**src/rtl/sel_decoder_pkg.sv**
```systemverilog
// Shared state type and default parameters for the sel_decoder block.
package sel_decoder_pkg;

    localparam int DEF_SEL_W          = 4;
    localparam int DEF_NUM_OUT        = 16;
    localparam int DEF_PULSE_CYCLES   = 8;
    localparam int DEF_HOLDOFF_CYCLES = 4;

    typedef enum logic [1:0] {
        S_IDLE    = 2'd0,
        S_DRIVE   = 2'd1,
        S_HOLDOFF = 2'd2
    } sel_state_t;

    function automatic int max_int(input int a, input int b);
        return (a > b) ? a : b;
    endfunction

endpackage

```
**src/rtl/sel_decoder_onehot_dec.sv**
```systemverilog
// Combinational SEL_W-to-NUM_OUT one-hot decoder; codes >= NUM_OUT decode to all-zero.
module onehot_dec
    import sel_decoder_pkg::*;
#(
    parameter int SEL_W   = DEF_SEL_W,
    parameter int NUM_OUT = DEF_NUM_OUT
) (
    input  logic [SEL_W-1:0]   sel_i,
    output logic [NUM_OUT-1:0] dec_o
);

    always_comb begin
        dec_o = '0;
        for (int i = 0; i < NUM_OUT; i++) begin
            dec_o[i] = (sel_i == SEL_W'(i));
        end
    end

endmodule

```
**src/rtl/sel_decoder.sv**
```systemverilog
// Pulsed one-hot selection driver: IDLE -> DRIVE (PULSE_CYCLES) -> HOLDOFF (HOLDOFF_CYCLES).
// Optional macro SEL_DECODER_RANGE_CHECK_EN rejects out-of-range codes with an err pulse.
module sel_decoder
    import sel_decoder_pkg::*;
#(
    parameter int SEL_W          = DEF_SEL_W,
    parameter int NUM_OUT        = DEF_NUM_OUT,
    parameter int PULSE_CYCLES   = DEF_PULSE_CYCLES,
    parameter int HOLDOFF_CYCLES = DEF_HOLDOFF_CYCLES
) (
    input  logic               clk,
    input  logic               reset,
    input  logic               enable,
    input  logic               in_valid,
    input  logic [SEL_W-1:0]   in_sel,
    output logic               in_ready,
    output logic [NUM_OUT-1:0] out,
    output logic               busy,
    output logic               done,
    output logic               abort,
    output logic               err
);

    localparam int               CNT_W      = $clog2(max_int(PULSE_CYCLES, HOLDOFF_CYCLES) + 1);
    localparam logic [CNT_W-1:0] PULSE_LAST = CNT_W'(PULSE_CYCLES - 1);
    localparam logic [CNT_W-1:0] HOLD_LAST  = CNT_W'(HOLDOFF_CYCLES - 1);

    sel_state_t         state_q;
    logic [CNT_W-1:0]   cnt_q;
    logic [SEL_W-1:0]   sel_q;
    logic [SEL_W-1:0]   dec_sel;
    logic [NUM_OUT-1:0] out_q;
    logic [NUM_OUT-1:0] dec_out;
    logic               done_q;
    logic               abort_q;
    logic               aborted_q;
    logic               err_q;
    logic               accept;

    // Decode the live code while idle, the latched code once a drive is running.
    assign dec_sel = (state_q == S_IDLE) ? in_sel : sel_q;

    onehot_dec #(
        .SEL_W  (SEL_W),
        .NUM_OUT(NUM_OUT)
    ) u_dec (
        .sel_i(dec_sel),
        .dec_o(dec_out)
    );

    assign in_ready = enable && (state_q == S_IDLE);
    assign accept   = in_valid && in_ready;

`ifdef SEL_DECODER_RANGE_CHECK_EN
    logic sel_legal;
    assign sel_legal = |dec_out;
`endif

    always_ff @(posedge clk or posedge reset) begin
        if (reset) begin
            state_q   <= S_IDLE;
            cnt_q     <= '0;
            sel_q     <= '0;
            out_q     <= '0;
            done_q    <= 1'b0;
            abort_q   <= 1'b0;
            aborted_q <= 1'b0;
            err_q     <= 1'b0;
        end else begin
            done_q  <= 1'b0;
            abort_q <= 1'b0;
            err_q   <= 1'b0;
            case (state_q)
                S_IDLE: begin
                    if (accept) begin
`ifdef SEL_DECODER_RANGE_CHECK_EN
                        if (!sel_legal) err_q <= 1'b1;
                        else
`endif
                        begin
                            state_q   <= S_DRIVE;
                            cnt_q     <= PULSE_LAST;
                            sel_q     <= in_sel;
                            out_q     <= dec_out;
                            aborted_q <= 1'b0;
                        end
                    end
                end
                S_DRIVE: begin
                    if (!enable) begin
                        abort_q   <= 1'b1;
                        aborted_q <= 1'b1;
                        out_q     <= '0;
                        state_q   <= S_HOLDOFF;
                        cnt_q     <= HOLD_LAST;
                    end else if (cnt_q == '0) begin
                        out_q   <= '0;
                        state_q <= S_HOLDOFF;
                        cnt_q   <= HOLD_LAST;
                        // A single-cycle holdoff is its own last cycle.
                        done_q  <= (HOLDOFF_CYCLES == 1);
                    end else begin
                        cnt_q <= cnt_q - CNT_W'(1);
                        out_q <= dec_out;
                    end
                end
                S_HOLDOFF: begin
                    if (cnt_q == '0) state_q <= S_IDLE;
                    else             cnt_q   <= cnt_q - CNT_W'(1);
                    done_q <= (cnt_q == CNT_W'(1)) && !aborted_q;
                end
                default: state_q <= S_IDLE;
            endcase
        end
    end

    assign out   = out_q;
    assign busy  = (state_q != S_IDLE);
    assign done  = done_q;
    assign abort = abort_q;
    assign err   = err_q;

endmodule

```
**config.mk**
```make
export PLATFORM = sky130hd
export DESIGN_NAME = sel_decoder
export DESIGN_NICKNAME = d
export VERILOG_FILES = /design/src/rtl/sel_decoder_pkg.sv /design/src/rtl/sel_decoder_onehot_dec.sv /design/src/rtl/sel_decoder.sv
export SDC_FILE = /design/constraint.sdc
export NUM_CORES = 1
export LEC_CHECK = 0
export ABC_AREA = 0
export ABC_CLOCK_PERIOD_IN_PS = 1600
export BUFFER_PORTS_ARGS = -buffer_cell sky130_fd_sc_hd__buf_4
export CAP_MARGIN = 30
export CORE_MARGIN = 4
export CORE_UTILIZATION = 38
export CTS_CLUSTER_DIAMETER = 80
export DETAILED_ROUTE_END_ITERATION = 16
export GPL_TIMING_DRIVEN = 0
export SLEW_MARGIN = 30
export SYNTH_ARGS = -nofsm -noshare
export SYNTH_HDL_FRONTEND = slang
export SYNTH_SLANG_ARGS = --single-unit
```
**constraint.sdc**
```tcl
create_clock -name clk -period 1.6 [get_ports clk]
set_input_delay 0.4 -clock clk [delete_from_list [all_inputs] [get_ports clk]]
set_output_delay 0.4 -clock clk [all_outputs]
set_load 0.05 [all_outputs]
```
After elaboration in Yosys (flattened, before gate mapping)
Index checks and enable logic that the tools add are counted.
- word-level logic and storage cells: 67
- input port bits: 8
- register bits after elaboration: 29
- output and inout bits: 21
- reductions and logical operators: 15
- equal/unequal tests: 23
- add/sub/neg operators: 1
- muxes and demuxes: 21
- operator list (kind ; number):
    $mux 16 ; 3
    $eq 4x4->1 const B ; 8
    $pmux 16 s2 ; 1
    $mux 4 ; 5
    $eq 4x3->1 const B ; 4
    $pmux 4 s3 ; 1
    $reduce_and 3->1 ; 3
    $eq 4x1->1 const B ; 2
    $eq 4x2->1 const B ; 2
    $logic_not 4->1 ; 2
    $mux 2 ; 4
    $ne 2x2->1 const B ; 4
    $pmux 2 s3 ; 1
    $mux 1 ; 5
    $reduce_and 2->1 ; 2
    $reduce_bool 2->1 ; 2
    $sub 4x1->4 const B ; 1
    $logic_and 1x1->1 ; 3
    $ne 3x3->1 const B ; 1
    $reduce_bool 3->1 ; 1
    $eq 2x1->1 const B ; 1
    $eq 2x2->1 const B ; 1
    $logic_not 2->1 ; 1
    $pmux 1 s2 ; 1
    $logic_not 1->1 ; 1

Logic depth before layout (Yosys ltp)
Gate-level depths: netlist of run 1.
- depth in word-level cells: 6
- gate-level depth with buffers: 7
- mapped depth without buffers: 6

Cells and area by module
A second synthesis of run 1 with hierarchy kept.
- cells, all modules: 135
- area, all modules: 1640.3 um^2
- by module, submodules not included (module ; instances ; area an instance (um^2) ; cells each ; sequential area each (um^2)):
    sel_decoder ; 1 ; 1413.9 ; 115 ; 725.7
    onehot_dec ; 1 ; 226.5 ; 20 ; 0.0

Least setup slack after synthesis of run 1
OpenSTA, ideal clock, no wires.
- path type: register to output
- start point: register state_q[0]
- end point: output port in_ready
- buffers on the path: 0
- data required time: 1.200 ns
- data arrival time: 1.541 ns
- cell stages (with the launch flop): 5
- path slack: -0.341 ns
- path through: dfrtp_1 > inv_1 > ha_1 > inv_2 > nor2_1
- word-level cells in the longest chain between the ends: 2
- RTL lines (what ; line ; text):
    from (decl) ; sel_decoder.sv:28 ; sel_state_t state_q;
    from (signal assigned) ; sel_decoder.sv:61 ; state_q <= S_IDLE;
    from (signal assigned) ; sel_decoder.sv:81 ; state_q <= S_DRIVE;
    from (signal assigned) ; sel_decoder.sv:94 ; state_q <= S_HOLDOFF;
    $logic_not 2->1 ; sel_decoder.sv:51 ; assign in_ready = enable && (state_q == S_IDLE);
    $logic_and 1x1->1 ; sel_decoder.sv:51 ;
    to (decl) ; sel_decoder.sv:16 ; output logic in_ready,
No other way between the ends.

Worst setup path in the final report of run 1
Ends and elaborated chain as after synthesis.

==> flow_summary.toml, run 1 <==
[grt]
grt_pass1_vias = 1257
grt-ovfl-total = 0
antenna_found_initial = 0
grt_pass1_wl_mm = 6.27
grt_max_degree = 30
track_usage_pct = 16.3

[placed_design]
gp_congestion = 0.741
port_buffers = 27
dpl.hpwl_mm = 2.43

[pwr]
ir_worst_vdd_mv = 0.980
finalPower_mw = 4.97
powerDensity_nw_per_um2 = 2320
p_leak_nw = 0.973

[synth]
synth.net_count = 144
ys_warn_count = 0
syn_area_um2 = 1480
yosysSeqAreaShare_pct = 48.9
synth_ff_type = "dfrtp_1"
avgSynthCellArea_um2 = 11.5
synth_edf_count = 0
synth_seq_cells = 29
synthArstFlopShare_pct = 100
yosysUniqueCellTypes = 39
synth_cells = 129

[clock_network]
cts_tree = "built"
cts-root-buf = "clkbuf_8"
h-tree-depth = 2
clock_sinks = 29
numCtsBuffers = 5
clkSlewWorstSetupHoldPaths_ps = 60
hold_buffers = 0
clk_latency_ps = 280
ctsLongestPathBuffers = 2

[timing]
hold_violations = 0
finalSetupViolations = 21
tightestPinTransition_ps = 608
fin_crit_sh_pct = 107
slew_headroom_pct = 59.4
fin_setup_tns_ps = -1240
slew_viol_final = 0
postLayoutSetupSlackWorst_ps = -117
fin_skew_ps = 4.29
grt_setup_unrepaired = "yes"
fmax_mhz = 582
fin_crit_ps = 1720

[cells_and_area]
final_nets = 191
syn2layout_area_growth_pct = 44.1
layout-drive-gt1-share_pct = 47.5
fin_util_pct = 57.5
antennaDiodeCount = 0

[run_status]
violations = "setup timing"
status = "finished with violations"

[setup_path]
cp_max_fo = 8
criticalPathCategory = "reg -> out"
cp.arrival_ps = 1320
r2r_cells = 5
end_kind = "output pin"
required_ps = 1200
start_kind = "register"

[floorplan]
die_w_um = 70.5
initial_core_util_pct = 39.9
num_rows = 22
dieArea_um2 = 4970
die_h_um = 70.5
io-pin-count = 29
core_um2 = 3720

[route]
drc = 0
drt-total-wl_mm = 3.71
wire_per_inst_um = 16.5
drt.antenna.violating_nets = 0
dr.pass1.iters = 5
drt_iter0_markers = 62
vias = 1243
vias_per_cell = 5.52

[job]
cap_violations = 0

[hold_path]
hp-class = "in -> async"
-- kinds of logic after synthesis --
kind of cell / synth area share, %
simple gates: 10.7
buf+inv: 5.65
compound gates: 25.3
mux: 3.21
other cells: 0.253
flops: 48.9
fa+ha+maj: 5.91
-- flip-flops by register name (all words and copies together), names as in the netlist --
| name | flops |
|---|---|
| sel_q | 4 |
| state_q | 2 |
| done | 1 |
| abort | 1 |
| out | 16 |
| aborted_q | 1 |
| cnt_q | 4 |
-- critical path, stage by stage, from the launching register on --
cell	delay [ps]
dfrtp_1	410
inv_2	100
ha_4	200
inv_8	70
nor2_4	90
buf_6	160
-- cells in the final DEF, fill, tap and decap left out, types with 2 or more instances in the layout --
cell / synthesis / final
o21ai_1: 0 / 3
mux2_4: 1 / 2
nor2_4: 0 / 2
a21oi_1: 3 / 2
inv_2: 1 / 5
buf_4: 3 / 41
inv_1: 11 / 6
nand3_1: 2 / 2
ha_1: 7 / 3
ha_4: 0 / 3
buf_6: 1 / 4
a32o_1: 16 / 16
o32ai_2: 1 / 3
clkbuf_8: 0 / 6
a21oi_4: 0 / 2
o21ai_0: 10 / 7
dfrtp_1: 29 / 29
nor2_1: 6 / 4
nand2_1: 8 / 8
a21o_1: 2 / 2
nand4_1: 2 / 2
-- per-layer routing --
layer	up-vias	part of all wire (%)	GRT usage, %
li1	579	-	-
met1	621	43	20.7
met2	32	51	25.4
met3	11	4.4	5.32
met4	0	2.2	6.38
met5	-	0	0
-- what timing repair did --
item,4_1_cts,5_1_grt
resized for setup,25,11
endpoints found under the setup margin,24,25
buffers inserted,10,4
endpoints found under the hold margin,0,0
pin swaps,11,9
-- cell type report --
type	instances	area [µm²]
Clock buffer	7	86.3
Multi-Input combinational cell	83	830
Timing Repair Buffer	41	315
Clock inverter	1	30.0
Buffer	4	37.5
Inverter	12	52.6
Sequential cell	29	726
Tap cell	48	60.1
Fill cell	305	1580
-- power by group --
part           switching (mW)  internal (mW)
registers               0.223           1.01
logic                    1.74           1.20
clock network           0.279          0.507
-- stage by stage --
stage	hold WS [ps]	cells	setup slack [ps]	cell area, µm²
finish	194	225	-117	2140
global route	252	225	-159	2140
CTS	217	221	-79.4	2060
detailed placement	457	204	-187	1760
global placement	463	204	-135	1760
floorplan	424	129	2.13	1500
-- synth_stat cells (2+ instances only) --
library cell,count,area (µm²)
dfrtp_1,29,726
a32o_1,16,160
inv_1,11,41.3
o21ai_0,10,50.1
nand2_1,8,30.0
ha_1,7,87.6
nor2_1,6,22.5
o32ai_1,4,35.0
a21oi_1,3,15.0
buf_4,3,22.5
a21o_1,2,15.0
nand3_1,2,10.0
nand4_1,2,12.5
-- final timing paths --
check	endpoint	startpoint	slack, ps
max in group asynchronous	out[14]	reset	1010
hold reg to reg	done	aborted_q	460
min in group clk	sel_q[1]	in_sel[1]	380
hold / removal	sel_q[1]	reset	190
setup / recovery	in_ready	state_q[0]	-120
setup reg to reg	cnt_q[0]	state_q[0]	-100
No activity file was read; power rests on OpenSTA's default activity.
==> run 2: changes to the inputs <==
Settings changed: ABC_CLOCK_PERIOD_IN_PS 1600 to 1800.
Clock period 1.6 ns to 1.8 ns, I/O delays scaled along.
==> run 2 against run 1 <==
Effect of this change:
- critical path type unchanged
- design area decreased by 9.8%
- global-route usage decreased by 1.7 points
- hold slack improved by 62 ps
- utilization decreased by 5.7 points
- routed wire length decreased by 10%
- clock power decreased by 34%
- combinational power decreased by 25%
- the run now ends clean
==> flow_summary.toml, run 2 (same netlist as run 1, synthesis figures left out) <==
[route]
drt-total-wl_mm = 3.33
vias_per_cell = 5.48
drc = 0
wire_per_inst_um = 15.4
drt.antenna.violating_nets = 0
drt_iter0_markers = 57
dr.pass1.iters = 4
vias = 1183

[timing]
hold_violations = 0
grt_setup_unrepaired = "yes"
fin_crit_ps = 1730
fmax_mhz = 578
slew_viol_final = 0
slew_headroom_pct = 57.8
fin_crit_sh_pct = 96.2
finalSetupViolations = 0
fin_skew_ps = 4.07
tightestPinTransition_ps = 630

[cells_and_area]
antennaDiodeCount = 0
layout-drive-gt1-share_pct = 39.3
final_common_cell = "buf_4"
fin_util_pct = 51.9
syn2layout_area_growth_pct = 30.0
largest_reg_flops = 16
final_cell_mix = "buf_4 (34), dfrtp_1 (29), a32o_1 (16)"
final_nets = 183

[placed_design]
gp_congestion = 0.749
port_buffers = 27
dpl.hpwl_mm = 2.42

[clock_network]
clock_sinks = 29
cts_tree = "built"
hold_buffers = 0
numCtsBuffers = 5
h-tree-depth = 2
clk_latency_ps = 280
clkSlewWorstSetupHoldPaths_ps = 60
cts-root-buf = "clkbuf_8"
ctsLongestPathBuffers = 2

[setup_path]
cp.arrival_ps = 1280
r2r_cells = 7
required_ps = 1350
r2r-start = "cnt_q[0]"
start_kind = "register"
reg2reg_to = "out[12]"
crit_end = "in_ready"
criticalPathCategory = "reg -> out"
r2r_slack_ps = 70
cp_max_fo = 8
cp-startpoint = "state_q[0]"
end_kind = "output pin"

[floorplan]
initial_core_util_pct = 39.9
num_rows = 22
die_w_um = 70.5
io-pin-count = 29
die_h_um = 70.5
core_um2 = 3720
dieArea_um2 = 4970

[grt]
grt_pass1_vias = 1128
track_usage_pct = 14.5
grt-ovfl-total = 0
antenna_found_initial = 0
grt_pass1_wl_mm = 5.67
grt_max_degree = 30

[pwr]
ir_worst_vdd_mv = 1.12
p_leak_nw = 0.901
finalPower_mw = 3.82
powerDensity_nw_per_um2 = 1980

[hold_path]
hp-class = "in -> async"

[job]
cap_violations = 0

[run_status]
status = "finished, final reports clean"
## run 2: per-layer routing
metal	wire length, µm	track usage, %
met5	0	0
met4	72	5.96
met2	1550	20.4
met3	214	5.32
met1	1490	20.1
## run 2: how the worst min path moves through the flow
stage	cells past startpoint	from	to	slack, ps
after CTS	2	reset	aborted_q	270
after floorplan	1	aborted_q	done	420
final	2	reset	sel_q[2]	260
after global routing	2	reset	aborted_q	310
after global placement	1	aborted_q	done	460
after detailed placement	1	aborted_q	done	470
## run 2: through the flow
stage	std cells	hold WS, ps	worst slack [ps]	setup TNS, ps	area [µm²]
5_1_grt	216	307	-28.0	-157	1930
3_3_place_gp	204	458	15.3	0	1750
2_1_floorplan	129	424	30.2	0	1490
3_5_place_dp	204	475	-31.8	-183	1750
6_report	216	256	68.8	0	1930
4_1_cts	211	270	7.96	0	1850
## run 2: report_power, final
group	internal, mW	total (mW)	switching, mW
registers	0.899	1.09	0.192
clock network	0.302	0.521	0.219
logic	0.828	2.21	1.38
total	2.03	3.82	1.79
## run 2: worst max-delay path: stages (launching register included)
cell,delay (ps)
dfrtp_1,420
inv_2,100
ha_4,160
inv_4,70
nor2_2,90
buf_6,160
## run 2: repair_timing
| item | CTS | global route |
|---|---|---|
| hold endpoints to repair | 0 | 0 |
| gates resized for setup | 6 | 7 |
| buffers inserted | 0 | 5 |
| endpoints found under the setup margin | 12 | 23 |
| pin swaps | 1 | 2 |
## run 2: final cells by class
cell class	instances	area, µm²
fillers	351	1790
flip-flops and latches	29	726
multi-input cells	83	724
repair buffers	32	244
clock buffers	7	86.3
well taps	48	60.1
inverters	12	47.5
plain buffers	5	38.8
==> run 3: changes to the inputs <==
Settings changed: ABC_CLOCK_PERIOD_IN_PS 1800 to 2120, BUFFER_PORTS_ARGS -buffer_cell sky130_fd_sc_hd__buf_4 to default, DONT_BUFFER_PORTS from default to 1.
Clock period 1.8 ns to 2.12 ns, I/O delays scaled along.
==> run 3 against run 2 <==
Effect of this change:
- clock power is 13% lower
- largest cell class unchanged
- design area down 15%
- critical endpoint unchanged
- largest power group is now sequential cells
- die area is the same
- clock skew is essentially flat
- utilization fell by 7.7 points
- critical path type unchanged
==> flow_summary.toml, run 3 (same netlist as run 1, synthesis figures left out) <==
[route]
drt_iter0_markers = 50
drt-total-wl_mm = 3.12
vias_per_cell = 5.73
wire_per_inst_um = 17.0
drt.antenna.violating_nets = 0
vias = 1054
drc = 0
dr.pass1.iters = 4

[setup_path]
r2r_slack_ps = 300
reg2reg_to = "state_q[1]"
r2r_cells = 7
r2r-start = "state_q[1]"
end_kind = "output pin"
start_kind = "register"
cp.arrival_ps = 1480
required_ps = 1590
criticalPathCategory = "reg -> out"
cp_max_fo = 8

[pwr]
p_leak_nw = 0.730
ir_worst_vdd_mv = 0.507
powerDensity_nw_per_um2 = 1760

[floorplan]
io-pin-count = 29
die_h_um = 70.5
core_um2 = 3720
initial_core_util_pct = 39.9
die_w_um = 70.5
dieArea_um2 = 4970
num_rows = 22

[timing]
grt_setup_unrepaired = "no"
slew_viol_final = 0
tightestPinTransition_ps = 610
fin_setup_tns_ps = 0
fin_crit_ps = 2010
fin_crit_sh_pct = 95.0
fin_skew_ps = 4.18
hold_violations = 0
finalSetupViolations = 0
fmax_mhz = 497
slew_headroom_pct = 59.3

[cells_and_area]
layout.cells.non_filler = 184
final_common_cell = "dfrtp_1"
antennaDiodeCount = 0
layout-drive-gt1-share_pct = 19.9
syn2layout_area_growth_pct = 10.7
final_cell_mix = "dfrtp_1 (29), a32o_1 (16), o21ai_0 (10), inv_1 (10), nand2_1 (8)"
final_nets = 151
largest_reg_flops = 16

[job]
cap_violations = 0

[grt]
grt_max_degree = 30
grt_pass1_wl_mm = 5.12
grt_pass1_vias = 1051
grt-ovfl-total = 0
track_usage_pct = 13.4
antenna_found_initial = 0

[clock_network]
hold_buffers = 0
ctsLongestPathBuffers = 2
numCtsBuffers = 5
cts-root-buf = "clkbuf_8"
clock_sinks = 29
clk_latency_ps = 280
clkSlewWorstSetupHoldPaths_ps = 60
cts_tree = "built"
h-tree-depth = 2

[placed_design]
port_buffers = 0
dpl.hpwl_mm = 2.31
gp_congestion = 0.819
dp.cells = 177

[run_status]
status = "finished, final reports clean"

[hold_path]
hp-class = "in -> async"
-- run 3: worst max path at each step --
stage | end | start | depth (start not counted) | slack [ps]
final | in_ready | state_q[0] | 4 | 110
after global routing | in_ready | state_q[0] | 4 | 30
after CTS | in_ready | state_q[0] | 4 | 20
after detailed placement | in_ready | state_q[0] | 4 | -60
after global placement | in_ready | state_q[0] | 4 | -50
after floorplan | in_ready | state_q[0] | 4 | 50
-- run 3: worst max-delay path, stage by stage (launching register included) --
cell,delay [ps]
dfrtp_1,420
inv_1,110
ha_2,240
inv_4,120
nor2_4,320
-- run 3: what timing repair did --
action,in CTS,in global routing
endpoints found under the setup margin,1,1
gates resized for setup,2,3
setup buffers,0,0
pin swaps,1,1
-- run 3: layer usage --
layer	up-vias	global-route usage [%]	part of all wire (%)
li1	494	-	-
met1	520	15.7	41
met2	33	20.4	49
met3	7	6.47	7.9
met4	0	6.38	1.9
met5	-	0	0
-- run 3: final cells by class --
cell class                 instances  area, µm²
clock buffer                       7       86.3
multi-input combinational         83        683
inverter                          12       47.5
tap                               48       60.1
fill                             346       2070
sequential                        29        726
buffer                             5       38.8
-- run 3: through the flow --
step	power, mW	utilization, %	hold WS, ps	worst slack [ps]	area (µm²)
4_1_cts	2.89	44.0	221	20.5	1640
6_report	2.88	44.2	203	106	1640
3_5_place_dp	2.43	41.5	456	-63.9	1540
5_1_grt	3.07	44.2	251	30.1	1640
3_3_place_gp	2.36	41.5	461	-49.4	1540
2_1_floorplan	2.19	-	424	49.2	1480
-- run 3: report_power, final --
group,switching [mW],total (mW),internal [mW]
combinational,0.648,1.08,0.435
clock,0.195,0.452,0.257
sequential,0.594,1.35,0.755
total,1.44,2.88,1.45
